`src/rtl/unidade_exibicao_sequencia_pkg.sv`:
```
// -----------------------------------------------------------------------------
// unidade_exibicao_sequencia_pkg
//
// Purpose:
//   Shared definitions for the sequence playback controller. The state
//   encodings live here so that the game control unit, the debug hex display
//   and this controller all decode db_estado the same way.
//
// Contents:
//   estado_t               - 3-bit playback state encoding
//   ESTADO_W               - width of the state / db_estado bus
//   TEMPO_ACESO_PADRAO     - default lit time per element (cycles)
//   TEMPO_APAGADO_PADRAO   - default dark gap after each element (cycles)
//   estado_ocupado()       - true for the states that make up a playback
// -----------------------------------------------------------------------------
package unidade_exibicao_sequencia_pkg;

  localparam int ESTADO_W = 3;

  localparam int TEMPO_ACESO_PADRAO   = 1000;
  localparam int TEMPO_APAGADO_PADRAO = 500;

  typedef enum logic [ESTADO_W-1:0] {
    OCIOSO  = 3'd0,
    CARREGA = 3'd1,
    ACESO   = 3'd2,
    APAGADO = 3'd3,
    PROXIMO = 3'd4,
    FIM     = 3'd5
  } estado_t;

  // FIM is deliberately excluded: the busy flag drops in the same cycle
  // that pronto rises, so the control unit sees a clean hand-off.
  function automatic logic estado_ocupado(input estado_t estado);
    return (estado == CARREGA) || (estado == ACESO) ||
           (estado == APAGADO) || (estado == PROXIMO);
  endfunction

endpackage

```
`src/rtl/unidade_exibicao_sequencia_temporizador_exibicao.sv`:
```
// -----------------------------------------------------------------------------
// temporizador_exibicao
//
// Purpose:
//   Interval timer for the playback controller. A CNT_W-bit up-counter that
//   is cleared by zera, advances by one when conta is high, and reports via
//   fim (combinational) that it has reached the last cycle of the interval
//   currently selected: TEMPO_ACESO-1 or TEMPO_APAGADO-1.
//
// Ports:
//   clock              in   system clock, rising edge
//   reset              in   asynchronous, active-high reset (count -> 0)
//   zera               in   synchronous clear, has priority over conta
//   conta              in   count enable
//   seleciona_apagado  in   0: compare against lit time, 1: against dark gap
//   fim                out  count equals the selected terminal value
// -----------------------------------------------------------------------------
module temporizador_exibicao
  import unidade_exibicao_sequencia_pkg::*;
#(
  parameter int CNT_W         = 12,
  parameter int TEMPO_ACESO   = TEMPO_ACESO_PADRAO,
  parameter int TEMPO_APAGADO = TEMPO_APAGADO_PADRAO
) (
  input  logic clock,
  input  logic reset,
  input  logic zera,
  input  logic conta,
  input  logic seleciona_apagado,
  output logic fim
);

  // Terminal values are one less than the interval length because the
  // count starts at zero on the first cycle of the interval.
  localparam logic [CNT_W-1:0] LIMITE_ACESO   = CNT_W'(TEMPO_ACESO - 1);
  localparam logic [CNT_W-1:0] LIMITE_APAGADO = CNT_W'(TEMPO_APAGADO - 1);

  logic [CNT_W-1:0] r_contagem;
  logic [CNT_W-1:0] w_limite;

  always_ff @(posedge clock or posedge reset) begin
    if (reset) begin
      r_contagem <= '0;
    end else if (zera) begin
      r_contagem <= '0;
    end else if (conta) begin
      r_contagem <= r_contagem + CNT_W'(1);
    end
  end

  assign w_limite = seleciona_apagado ? LIMITE_APAGADO : LIMITE_ACESO;
  assign fim      = (r_contagem == w_limite);

endmodule

```
`src/rtl/unidade_exibicao_sequencia.sv`:
```
// -----------------------------------------------------------------------------
// unidade_exibicao_sequencia
//
// Purpose:
//   Plays back the stored game sequence on the LEDs. On iniciar the last
//   index (limite) is latched and the sequence RAM is walked from address 0
//   up to that index. Every element is shown for TEMPO_ACESO cycles and then
//   followed by TEMPO_APAGADO dark cycles. A one-cycle pronto pulse marks the
//   end of playback; cancelar aborts it at any point without a pronto pulse.
//
// Ports:
//   clock         in   system clock, rising edge
//   reset         in   asynchronous, active-high reset
//   iniciar       in   start request, only honoured while idle
//   cancelar      in   abort request, overrides every other transition
//   limite        in   index of the last element to show, latched on start
//   dado_memoria  in   sequence RAM read data (asynchronous read of endereco)
//   endereco      out  sequence RAM read address
//   leds          out  LED pattern, all zero while dark
//   ocupado       out  playback in progress
//   pronto        out  one-cycle end-of-playback pulse
//   db_estado     out  current state encoding, for debug displays
// -----------------------------------------------------------------------------
module unidade_exibicao_sequencia
  import unidade_exibicao_sequencia_pkg::*;
#(
  parameter int ADDR_W        = 4,
  parameter int DADO_W        = 4,
  parameter int CNT_W         = 12,
  parameter int TEMPO_ACESO   = TEMPO_ACESO_PADRAO,
  parameter int TEMPO_APAGADO = TEMPO_APAGADO_PADRAO
) (
  input  logic                clock,
  input  logic                reset,
  input  logic                iniciar,
  input  logic                cancelar,
  input  logic [ADDR_W-1:0]   limite,
  input  logic [DADO_W-1:0]   dado_memoria,
  output logic [ADDR_W-1:0]   endereco,
  output logic [DADO_W-1:0]   leds,
  output logic                ocupado,
  output logic                pronto,
  output logic [ESTADO_W-1:0] db_estado
);

  // ---------------------------------------------------------------------------
  // State and datapath registers
  // ---------------------------------------------------------------------------
  estado_t           r_estado;
  estado_t           w_proximo_estado;

  logic [ADDR_W-1:0] r_endereco;
  logic [ADDR_W-1:0] r_limite;
  logic [DADO_W-1:0] r_dado;

  // Control strobes produced by the next-state logic
  logic w_carrega_limite;
  logic w_carrega_dado;
  logic w_incrementa;
  logic w_zera_tempo;
  logic w_conta_tempo;
  logic w_seleciona_apagado;
  logic w_fim_tempo;
  logic w_ultimo;
  logic w_cancela;

  // ---------------------------------------------------------------------------
  // Interval timer
  // ---------------------------------------------------------------------------
  temporizador_exibicao #(
    .CNT_W         (CNT_W),
    .TEMPO_ACESO   (TEMPO_ACESO),
    .TEMPO_APAGADO (TEMPO_APAGADO)
  ) u_temporizador (
    .clock             (clock),
    .reset             (reset),
    .zera              (w_zera_tempo),
    .conta             (w_conta_tempo),
    .seleciona_apagado (w_seleciona_apagado),
    .fim               (w_fim_tempo)
  );

  // ---------------------------------------------------------------------------
  // State register
  // ---------------------------------------------------------------------------
  always_ff @(posedge clock or posedge reset) begin
    if (reset) begin
      r_estado <= OCIOSO;
    end else begin
      r_estado <= w_proximo_estado;
    end
  end

  // The address is only ever compared for equality against the latched
  // limit, so it can never step past it and wrap around.
  assign w_ultimo  = (r_endereco == r_limite);

  // Cancelling while already idle is a no-op; elsewhere it wins outright.
  assign w_cancela = cancelar && (r_estado != OCIOSO);

  // ---------------------------------------------------------------------------
  // Next-state and control decode
  // ---------------------------------------------------------------------------
  always_comb begin
    w_proximo_estado    = r_estado;
    w_carrega_limite    = 1'b0;
    w_carrega_dado      = 1'b0;
    w_incrementa        = 1'b0;
    w_zera_tempo        = 1'b0;
    w_conta_tempo       = 1'b0;
    w_seleciona_apagado = (r_estado == APAGADO);

    case (r_estado)
      OCIOSO: begin
        if (iniciar) begin
          w_carrega_limite = 1'b1;
          w_proximo_estado = CARREGA;
        end
      end

      CARREGA: begin
        // The RAM read is asynchronous, so the word for the current address
        // is already valid here and can be captured directly.
        w_carrega_dado   = 1'b1;
        w_zera_tempo     = 1'b1;
        w_proximo_estado = ACESO;
      end

      ACESO: begin
        w_conta_tempo = 1'b1;
        if (w_fim_tempo) begin
          w_zera_tempo     = 1'b1;
          w_proximo_estado = APAGADO;
        end
      end

      APAGADO: begin
        w_conta_tempo = 1'b1;
        if (w_fim_tempo) begin
          w_zera_tempo     = 1'b1;
          w_proximo_estado = w_ultimo ? FIM : PROXIMO;
        end
      end

      PROXIMO: begin
        w_incrementa     = 1'b1;
        w_proximo_estado = CARREGA;
      end

      FIM: begin
        // iniciar is deliberately not looked at here: a start request seen
        // during the pronto cycle must not chain into a new playback.
        w_proximo_estado = OCIOSO;
      end

      default: begin
        w_proximo_estado = OCIOSO;
      end
    endcase

    if (w_cancela) begin
      w_proximo_estado = OCIOSO;
      w_carrega_dado   = 1'b0;
      w_incrementa     = 1'b0;
      w_conta_tempo    = 1'b0;
      w_zera_tempo     = 1'b1;
    end
  end

  // ---------------------------------------------------------------------------
  // Datapath registers
  // ---------------------------------------------------------------------------
  always_ff @(posedge clock or posedge reset) begin
    if (reset) begin
      r_endereco <= '0;
      r_limite   <= '0;
    end else if (w_carrega_limite) begin
      r_limite   <= limite;
      r_endereco <= '0;
    end else if (w_incrementa) begin
      r_endereco <= r_endereco + ADDR_W'(1);
    end
  end

  always_ff @(posedge clock or posedge reset) begin
    if (reset) begin
      r_dado <= '0;
    end else if (w_carrega_dado) begin
      r_dado <= dado_memoria;
    end
  end

  // ---------------------------------------------------------------------------
  // Moore outputs
  // ---------------------------------------------------------------------------
  always_comb begin
    leds      = '0;
    ocupado   = 1'b0;
    pronto    = 1'b0;
    db_estado = r_estado;

    if (r_estado == ACESO) begin
      leds = r_dado;
    end
    ocupado = estado_ocupado(r_estado);
    pronto  = (r_estado == FIM);
  end

  // The address keeps its value after playback so the last index stays
  // visible to the datapath until the next start.
  assign endereco = r_endereco;

endmodule

```
`config.mk`:
```
export PLATFORM = sky130hd
export DESIGN_NAME = unidade_exibicao_sequencia
export DESIGN_NICKNAME = d
export VERILOG_FILES = /design/src/rtl/unidade_exibicao_sequencia_pkg.sv /design/src/rtl/unidade_exibicao_sequencia_temporizador_exibicao.sv /design/src/rtl/unidade_exibicao_sequencia.sv
export SDC_FILE = /design/constraint.sdc
export NUM_CORES = 1
export LEC_CHECK = 0
export CAP_MARGIN = 20
export CORE_AREA = 10 10 69 71
export CTS_CLUSTER_DIAMETER = 150
export DETAILED_ROUTE_END_ITERATION = 16
export DIE_AREA = 0 0 79 81
export PLACE_DENSITY = 0.82
export RECOVER_POWER = 100
export SKIP_LAST_GASP = 1
export SLEW_MARGIN = 15
export SYNTH_ARGS = -nofsm -noshare
export SYNTH_HDL_FRONTEND = slang
export SYNTH_SLANG_ARGS = --single-unit
```
`constraint.sdc`:
```
create_clock -name clock -period 1.4 [get_ports clock]
set_input_delay 0.14 -clock clock [delete_from_list [all_inputs] [get_ports clock]]
set_output_delay 0.14 -clock clock [all_outputs]
set_load 0.05 [all_outputs]
```
==> results.yml, run 1 <==
outcome:
  status: "finished with violations"
  violations: "negative setup slack"
synth:
  synthXorXnorAreaFrac_pct: 10.8
  synthMostInstantiatedCell: "dfrtp_1"
  yosysTopAreaCellShare_pct: 44.0
  synthSimpleGateAreaFrac_pct: 27.9
  synth-compound-area-share_pct: 4.56
  async_reset_ff_share_pct: 100
  synth_nets: 152
  synthAdderAreaFrac_pct: 2.28
  ys_types: 40
  syn_inst: 138
  syn_area_um2: 1540
  ys_seq_area_share_pct: 44.0
  synth-main-ff-cell: "dfrtp_1"
  synth_common_cells: "27 x dfrtp_1, 15 x nor2_1, 13 x xor2_1"
  synth_top_area_cell: "dfrtp_1"
  muxShareOfSynthArea_pct: 6.51
  synth-edff-count: 0
  yosys-top-cells-area: "dfrtp_1 44%, xor2_1 7.4%, mux2_2 5.9%"
  synth_top_family_by_area: "simple AND/OR/NAND/NOR gates"
  yosysWarnings: 0
  synth-seq-cells: 27
  avgSynthCellArea_um2: 11.1
power_and_ir_drop:
  pwr_density_cell_nw_per_um2: 1470
  leakagePower_nw: 1.06
  total_power_mw: 3.54
  vdd_ir_drop_max_mv: 0.653
min_path:
  min_path_type: "primary input to asynchronous set/reset pin"
worst_setup_path:
  end_kind: "register"
  r2r-end: "db_estado[1]"
  crit_chain: "buf_6, o2111a_1, o2111ai_2, buf_6, nor2_4, nor4_4"
  rr_worst_depth: 6
  cp_max_fo: 4
  path_class: "register to register"
  startpoint_type: "register"
  cp_num_buf_inv: 2
  cp_slowest_stage_delay_ns: 0.46
  crit_slowest_cell: "dfrtp_2"
  worstPathRequired_ns: 1.65
  path_common_cell: "buf_6"
  ff2ff_setup_slack_ns: -0.30
  r2r-start: "db_estado[2]"
  crit_arrival_ns: 1.94
  crit_family: "compound AO/OA/AOI/OAI gates"
timing:
  setup_slack_ns: -0.298
  setup_violations: 34
  tightest_slew_ns: 0.693
  hold_violations: 0
  setup-tns-final_ns: -6.33
  max_freq_mhz: 589
  period_needed_ns: 1.70
  rsz0062_at_grt: "yes"
  final_max_slew_viol_count: 0
  period_share_pct: 121
  skew_ns: 0.0102
  relSlewSlack_pct: 53.8
routing:
  via_per_inst: 5.12
  wl_per_cell_um: 17.4
  drc: 0
  postRouteAntennaNets: 0
  wl_um: 4380
  drtIter0Drc: 77
  vias: 1290
  dr.pass1.iters: 4
clocking:
  clock-sinks: 27
  h-tree-depth: 1
  root_buffer: "clkbuf_4"
  holdBufCountCts: 0
  clk_path_buf_depth: 2
  path_clk_slew_ns: 0.16
  cts_tree: "done"
  clock_latency_ns: 0.33
  cts_inserted_buffers: 3
layout:
  diodes: 0
  final_cells: 252
  final_cell_area_um2: 2410
  areaGrowthSynthToFinish_pct: 57.2
  final_layout_size_suffix_gt1_share_pct: 52.9
  fin_nets: 219
run:
  maxCapViolCount: 0
place:
  place_inst: 237
  io_buffer_count: 24
  hpwl_um: 2760
  place_area_um2: 2220
  gp_congestion: 0.920
die:
  dieArea_um2: 6400
  core_um2: 3520
  initial_core_util_pct: 43.6
  ios: 25
  die_w_um: 79
  rows: 22
  fp.dieH_um: 81
global_route:
  grt_overflow: 0
  grt_pass1_wl_um: 7160
  antenna_found_initial: 0
  grt_pass1_vias: 1469
  grt_usage_pct: 13.9
  grt_max_degree: 28
[metal layers]
layer  share of wire [%]  vias to the layer above  global-route usage (%)
met1                  39                      634                    14.9
met2                  55                       34                    26.2
met3                 2.9                       12                    1.88
met5                   0                        -                       0
li1                    -                      610                       -
met4                 2.9                        0                    6.81
[worst max-delay path by stage]
| stage | from | to | depth (start not counted) |
|---|---|---|---|
| floorplan | db_estado[0] | db_estado[1] | 6 |
| global placement | cancelar | endereco[3] | 6 |
| finish | db_estado[2] | db_estado[1] | 6 |
| detailed placement | cancelar | endereco[3] | 6 |
| CTS | db_estado[2] | leds[0] | 5 |
| global route | db_estado[2] | db_estado[1] | 6 |
[per-stage QoR]
stage | util, % | hold WS [ns] | setup WS (ns)
after CTS | 68.6 | 0.155 | -0.261
after global routing | 68.5 | 0.400 | -0.368
after detailed placement | 63.1 | 0.500 | -0.363
after floorplan | - | 0.193 | -0.303
after global placement | 63.1 | 0.491 | -0.252
final | 68.5 | 0.401 | -0.298
[state kept, by name, summed over array words and instances, names as in the netlist]
name	cells
r_limite	4
r_dado	4
u_temporizador.r_contagem	12
db_estado	3
endereco	4
[what timing repair did]
action / in CTS / in global routing
endpoints found under the setup margin: 33 / 34
gates cloned: 0 / 0
pin swaps: 14 / 19
resized for setup: 23 / 8
setup buffers: 8 / 3
[cell families after synthesis]
family                     Yosys count
AOI/OAI and AO/OA                    9
xor gates and xnor gates            19
adders and majority gates            3
buffers and inverters                8
DFF                                 27
muxes                                9
and+or+nand+nor                     63
[cell usage in the layout (no fill, tap or decap), types with 3 or more instances in the layout]
cell type / instances
nor2_1: 11
dfrtp_2: 3
nand2_1: 4
and2_4: 5
inv_1: 3
clkbuf_2: 5
buf_4: 30
xnor2_1: 5
buf_12: 10
buf_6: 11
xor2_1: 13
mux2_4: 8
nor3_1: 3
nor4_4: 3
nor2_2: 8
dfrtp_1: 24
clkbuf_4: 3
nor2_4: 3
nand3_1: 8
clkdlybuf4s50_1: 10
[final cells by class]
cell class / instances / area (um^2)
repair buffers: 67 / 684
inverters: 3 / 11.3
clock buffers: 3 / 22.5
multi-input cells: 103 / 952
flip-flops and latches: 27 / 679
fillers: 245 / 1110
well taps: 48 / 60.1
clock inverters: 1 / 5.00
[worst register-to-register path: stages (launching register included)]
cell and delay (ns):
dfrtp_2 0.46, buf_6 0.14, o2111a_1 0.25, o2111ai_2 0.27, buf_6 0.17, nor2_4 0.04
nor4_4 0.26
[power by group]
part           total, mW  switching (mW)  internal (mW)
clock              0.349           0.241          0.107
combinational       2.08           0.949           1.13
sequential          1.12           0.165          0.951
total               3.54            1.36           2.18
Power figures use the tool's default switching activity.
==> run 2: changes to the inputs <==
- CELL_PAD_IN_SITES_DETAIL_PLACEMENT: not set -> 1
- CELL_PAD_IN_SITES_GLOBAL_PLACEMENT: not set -> 2
- CORE_AREA: 10 10 69 71 -> 10 10 82 84
- DIE_AREA: 0 0 79 81 -> 0 0 92 94
- PLACE_DENSITY: 0.82 -> 0.83
==> run 2 against run 1 <==
The flow still finishes with violations (negative setup slack). Clock power rose by 31%. Combinational power rose by 4%. Count of clock-buffer cells in the layout did not move. Final cell count rose by 11%. Wire length rose by 7.9%. Cell area rose by 3.8%. Register-to-register slack improved by 0.03 ns. First-iteration DRC count fell by 31%. Non-clock buffer count rose by 6. Core utilization fell by 19 points. Critical path depth rose by 2.
==> results.yml, run 2 (synthesized netlist as in run 1, its figures left out) <==
die:
  ios: 25
  die_w_um: 92
  core_um2: 5070
  fp.dieH_um: 94
  dieArea_um2: 8650
  rows: 26
  initial_core_util_pct: 30.3
timing:
  rsz0062_at_grt: "yes"
  max_freq_mhz: 600
  setup_violations: 34
  setup-tns-final_ns: -6.70
  setup_slack_ns: -0.268
  hold_violations: 0
  relSlewSlack_pct: 54.7
  skew_ns: 0.00602
  period_share_pct: 119
  tightest_slew_ns: 0.680
  final_max_slew_viol_count: 0
  period_needed_ns: 1.67
routing:
  postRouteAntennaNets: 0
  wl_per_cell_um: 16.9
  drc: 0
  vias: 1315
  wl_um: 4720
  dr.pass1.iters: 3
  via_per_inst: 4.70
  drtIter0Drc: 53
worst_setup_path:
  worstPathRequired_ns: 1.57
  rr_worst_depth: 8
  end_kind: "register"
  cp_max_fo: 6
  startpoint_type: "register"
  crit_arrival_ns: 1.84
  path_class: "register to register"
outcome:
  status: "finished with violations"
  violations: "negative setup slack"
clocking:
  root_buffer: "clkbuf_8"
  cts_tree: "done"
  clock-sinks: 27
  clock_latency_ns: 0.27
  h-tree-depth: 1
  clk_path_buf_depth: 2
  path_clk_slew_ns: 0.10
  cts_inserted_buffers: 3
global_route:
  grt_pass1_wl_um: 7690
  grt_usage_pct: 11.1
  grt_overflow: 0
  grt_max_degree: 28
  grt_pass1_vias: 1510
  antenna_found_initial: 0
run:
  maxCapViolCount: 0
power_and_ir_drop:
  pwr_density_cell_nw_per_um2: 1490
  leakagePower_nw: 1.08
  p_sw_share_pct: 37.6
  clkPwrFrac_pct: 12.2
  internal_power_mw: 2.34
  vdd_ir_drop_max_mv: 0.789
  combPwrFrac_pct: 57.9
  power_switching_mw: 1.41
  pwr-share-seq_pct: 29.9
layout:
  final_common_cell: "buf_4"
  diodes: 0
  largest_reg_flops: 12
  final_util_pct: 49.4
  final_layout_size_suffix_gt1_share_pct: 55.2
  regMostFlops: "u_temporizador.r_contagem"
  fin_nets: 225
  final_cell_mix: "35 x buf_4, 24 x dfrtp_1, 13 x xor2_1"
  areaGrowthSynthToFinish_pct: 63.2
  final_cells: 280
place:
  post-place-ws_ns: -0.331
  gp_congestion: 0.868
  io_buffer_count: 24
  hpwl_um: 3420
  place_inst: 264
min_path:
  min_path_type: "primary input to asynchronous set/reset pin"
[run 2: changes by cell type in the layout (fill, tap and decap cells not counted), moves of 2 or more]
cell      previous run  this run
a21oi_2              0         2
buf_4               30        35
clkbuf_8             0         3
nor2_2               8        10
clkbuf_4             3         0
[run 2: worst paths after layout]
path	startpoint	to	slack (ns)
worst max-delay path	db_estado[1]	u_temporizador.r_contagem[3]	-0.27
worst min-delay path	reset	r_limite[2]	0.47
worst max register to register	db_estado[1]	u_temporizador.r_contagem[3]	-0.27
worst min register to register	r_dado[1]	r_dado[1]	0.53
max in group asynchronous	reset	db_estado[2]	0.44
min in group clock	limite[1]	r_limite[1]	0.48
[run 2: worst max-delay path, stage by stage, from the launching register on]
cell	delay (ns)
dfrtp_2	0.47
nand2_4	0.07
buf_6	0.12
nor4_4	0.24
o2111ai_2	0.15
buf_4	0.18
o21ai_4	0.14
buf_6	0.16
nor2_2	0.04
[run 2: metal layers]
layer	wire, um	track usage, %
met1	1820	11.7
met3	149	2.32
met2	2680	21.1
met4	77	3.98
met5	0	0
[run 2: area by class of cell]
class	count	area (um^2)
Timing Repair Buffer	73	733
Sequential cell	27	679
Inverter	3	11.3
Multi-Input combinational cell	103	947
Clock inverter	1	7.51
Tap cell	70	87.6
Fill cell	556	2570
Clock buffer	3	41.3
[run 2: stage by stage]
stage                     hold slack, ns  power [mW]  cell area (um^2)
after floorplan                    0.193        2.21              1610
after CTS                          0.224        3.65              2510
after global placement             0.492        2.88              2290
final                              0.473        3.74              2510
after global routing               0.463        3.95              2510
after detailed placement           0.511        2.95              2290
[run 2: timing repair]
action	CTS	global route
cloned	0	0
buffers inserted	8	4
gates resized for setup	24	8
pin swaps	17	5
hold buffers	0	0
setup endpoints to repair	33	34
[run 2: power by group through the flow]
stage | clock network [mW] | registers [mW] | logic [mW]
2_1_floorplan | 0 | 1.16 | 1.05
3_3_place_gp | 0 | 1.11 | 1.77
3_5_place_dp | 0 | 1.13 | 1.83
4_1_cts | 0.485 | 1.11 | 2.06
5_1_grt | 0.527 | 1.15 | 2.28
6_report | 0.457 | 1.12 | 2.17
==> run 3: changes to the inputs <==
- CORE_AREA: 10 10 82 84 -> 10 10 93 74
- DIE_AREA: 0 0 92 94 -> 0 0 103 84
- PLACE_DENSITY: 0.83 -> 0.84
==> run 3 against run 2 <==
The flow still finishes with violations (negative setup slack). Wire length fell by 3.1%. Sequential cell count did not move. Worst setup slack improved by 0.048 ns. Sequential share of layout area rose by 0.21 points. Highest routed layer unchanged. Largest power group unchanged. Via count shrank 4.9%. Global-route usage is 0.065 points lower. Core utilization shrank 1.3 points.
==> results.yml, run 3 (synthesized netlist as in run 1, its figures left out) <==
clocking:
  clock-sinks: 27
  path_clk_slew_ns: 0.10
  cts_inserted_buffers: 3
  root_buffer: "clkbuf_8"
  clk_path_buf_depth: 2
  holdBufCountCts: 0
  clock_latency_ns: 0.28
  h-tree-depth: 1
  cts_tree: "done"
layout:
  largest_reg_flops: 12
  final_common_cell: "buf_4"
  final_layout_size_suffix_gt1_share_pct: 58.3
  final_cell_mix: "33 x buf_4, 23 x dfrtp_1, 11 x xor2_1"
  regMostFlops: "u_temporizador.r_contagem"
  final_cells: 266
  final_cell_area_um2: 2490
  fin_nets: 219
  diodes: 0
  areaGrowthSynthToFinish_pct: 62.2
die:
  die_w_um: 103
  fp.dieH_um: 84
  rows: 23
  ios: 25
  initial_core_util_pct: 29.7
  core_um2: 5180
  dieArea_um2: 8650
routing:
  drtIter0Drc: 37
  via_per_inst: 4.70
  postRouteAntennaNets: 0
  drc: 0
  wl_per_cell_um: 17.2
  dr.pass1.iters: 4
  vias: 1250
  wl_um: 4570
worst_setup_path:
  startpoint_type: "register"
  crit_arrival_ns: 1.48
  path_class: "register to primary output"
  worstPathRequired_ns: 1.26
  cp_max_fo: 4
  end_kind: "primary output"
timing:
  setup-tns-final_ns: -5.36
  period_share_pct: 116
  relSlewSlack_pct: 53.5
  final_max_slew_viol_count: 0
  rsz0062_at_grt: "yes"
  holdWs_ns: 0.467
  max_freq_mhz: 618
  skew_ns: 0.0110
  setup_violations: 34
  period_needed_ns: 1.62
  setup_slack_ns: -0.219
  hold_violations: 0
  tightest_slew_ns: 0.697
global_route:
  grt_overflow: 0
  grt_pass1_wl_um: 7650
  grt_usage_pct: 11.0
  antenna_found_initial: 0
  grt_max_degree: 28
  grt_pass1_vias: 1459
outcome:
  status: "finished with violations"
  violations: "negative setup slack"
power_and_ir_drop:
  pwr-share-seq_pct: 31.2
  clkPwrFrac_pct: 12.7
  power_switching_mw: 1.40
  vdd_ir_drop_max_mv: 0.650
  leakagePower_nw: 1.06
  internal_power_mw: 2.23
  combPwrFrac_pct: 56.1
  pwr_density_cell_nw_per_um2: 1460
  p_sw_share_pct: 38.6
place:
  gp_congestion: 0.864
  post-place-ws_ns: -0.337
  place_area_um2: 2260
  place_inst: 252
  io_buffer_count: 24
  hpwl_um: 3390
run:
  maxCapViolCount: 0
min_path:
  min_path_type: "primary input to register"
-- run 3: path summary, 6_finish.rpt --
kind,cells after the start,from,to,slack (ns)
setup reg to reg,5,db_estado[0],db_estado[2],-0.20
setup / recovery,5,db_estado[2],leds[1],-0.22
max in group asynchronous,3,reset,db_estado[2],0.44
min in group asynchronous,3,reset,r_limite[0],0.48
hold reg to reg,1,r_dado[2],r_dado[2],0.54
hold / removal,2,dado_memoria[2],r_dado[2],0.47
-- run 3: routing by layer --
| metal | part of all wire, % | track usage, % | wire, um | vias up |
|---|---|---|---|---|
| met5 | 0 | 0 | 0 | - |
| met4 | 1.2 | 2.40 | 53 | 0 |
| met3 | 1.8 | 1.74 | 82 | 5 |
| met2 | 54 | 19.7 | 2480 | 17 |
| met1 | 43 | 13.3 | 1960 | 624 |
| li1 | - | - | - | 604 |
-- run 3: area by class of cell --
type / count / area (um^2)
clock buffer: 3 / 41.3
clock inverter: 1 / 7.51
fill: 565 / 2690
inverter: 3 / 11.3
multi-input combinational: 103 / 1000
sequential: 27 / 681
tap: 62 / 77.6
timing repair buffer: 67 / 673
-- run 3: critical path, cell delays in order, from the launching register on --
cell	delay (ns)
dfrtp_2	0.45
buf_4	0.16
nand2b_4	0.17
nor2_4	0.12
and2_4	0.17
buf_12	0.13
-- run 3: stage by stage --
stage / power, mW / utilization, %
2_1_floorplan: 2.21 / -
3_3_place_gp: 2.87 / 43.6
3_5_place_dp: 2.96 / 43.6
4_1_cts: 3.55 / 47.6
5_1_grt: 3.84 / 48.1
6_report: 3.63 / 48.1
-- run 3: what timing repair did --
item / 4_1_cts / 5_1_grt
setup buffers: 9 / 4
gates resized for setup: 27 / 16
endpoints found under the setup margin: 33 / 34
pin swaps: 17 / 19
-- run 3: power by group through the flow --
stage	clock [mW]	sequential [mW]	combinational [mW]
global placement	0	1.12	1.75
global route	0.519	1.16	2.16
CTS	0.488	1.13	1.94
detailed placement	0	1.15	1.81
finish	0.462	1.13	2.04
floorplan	0	1.16	1.05
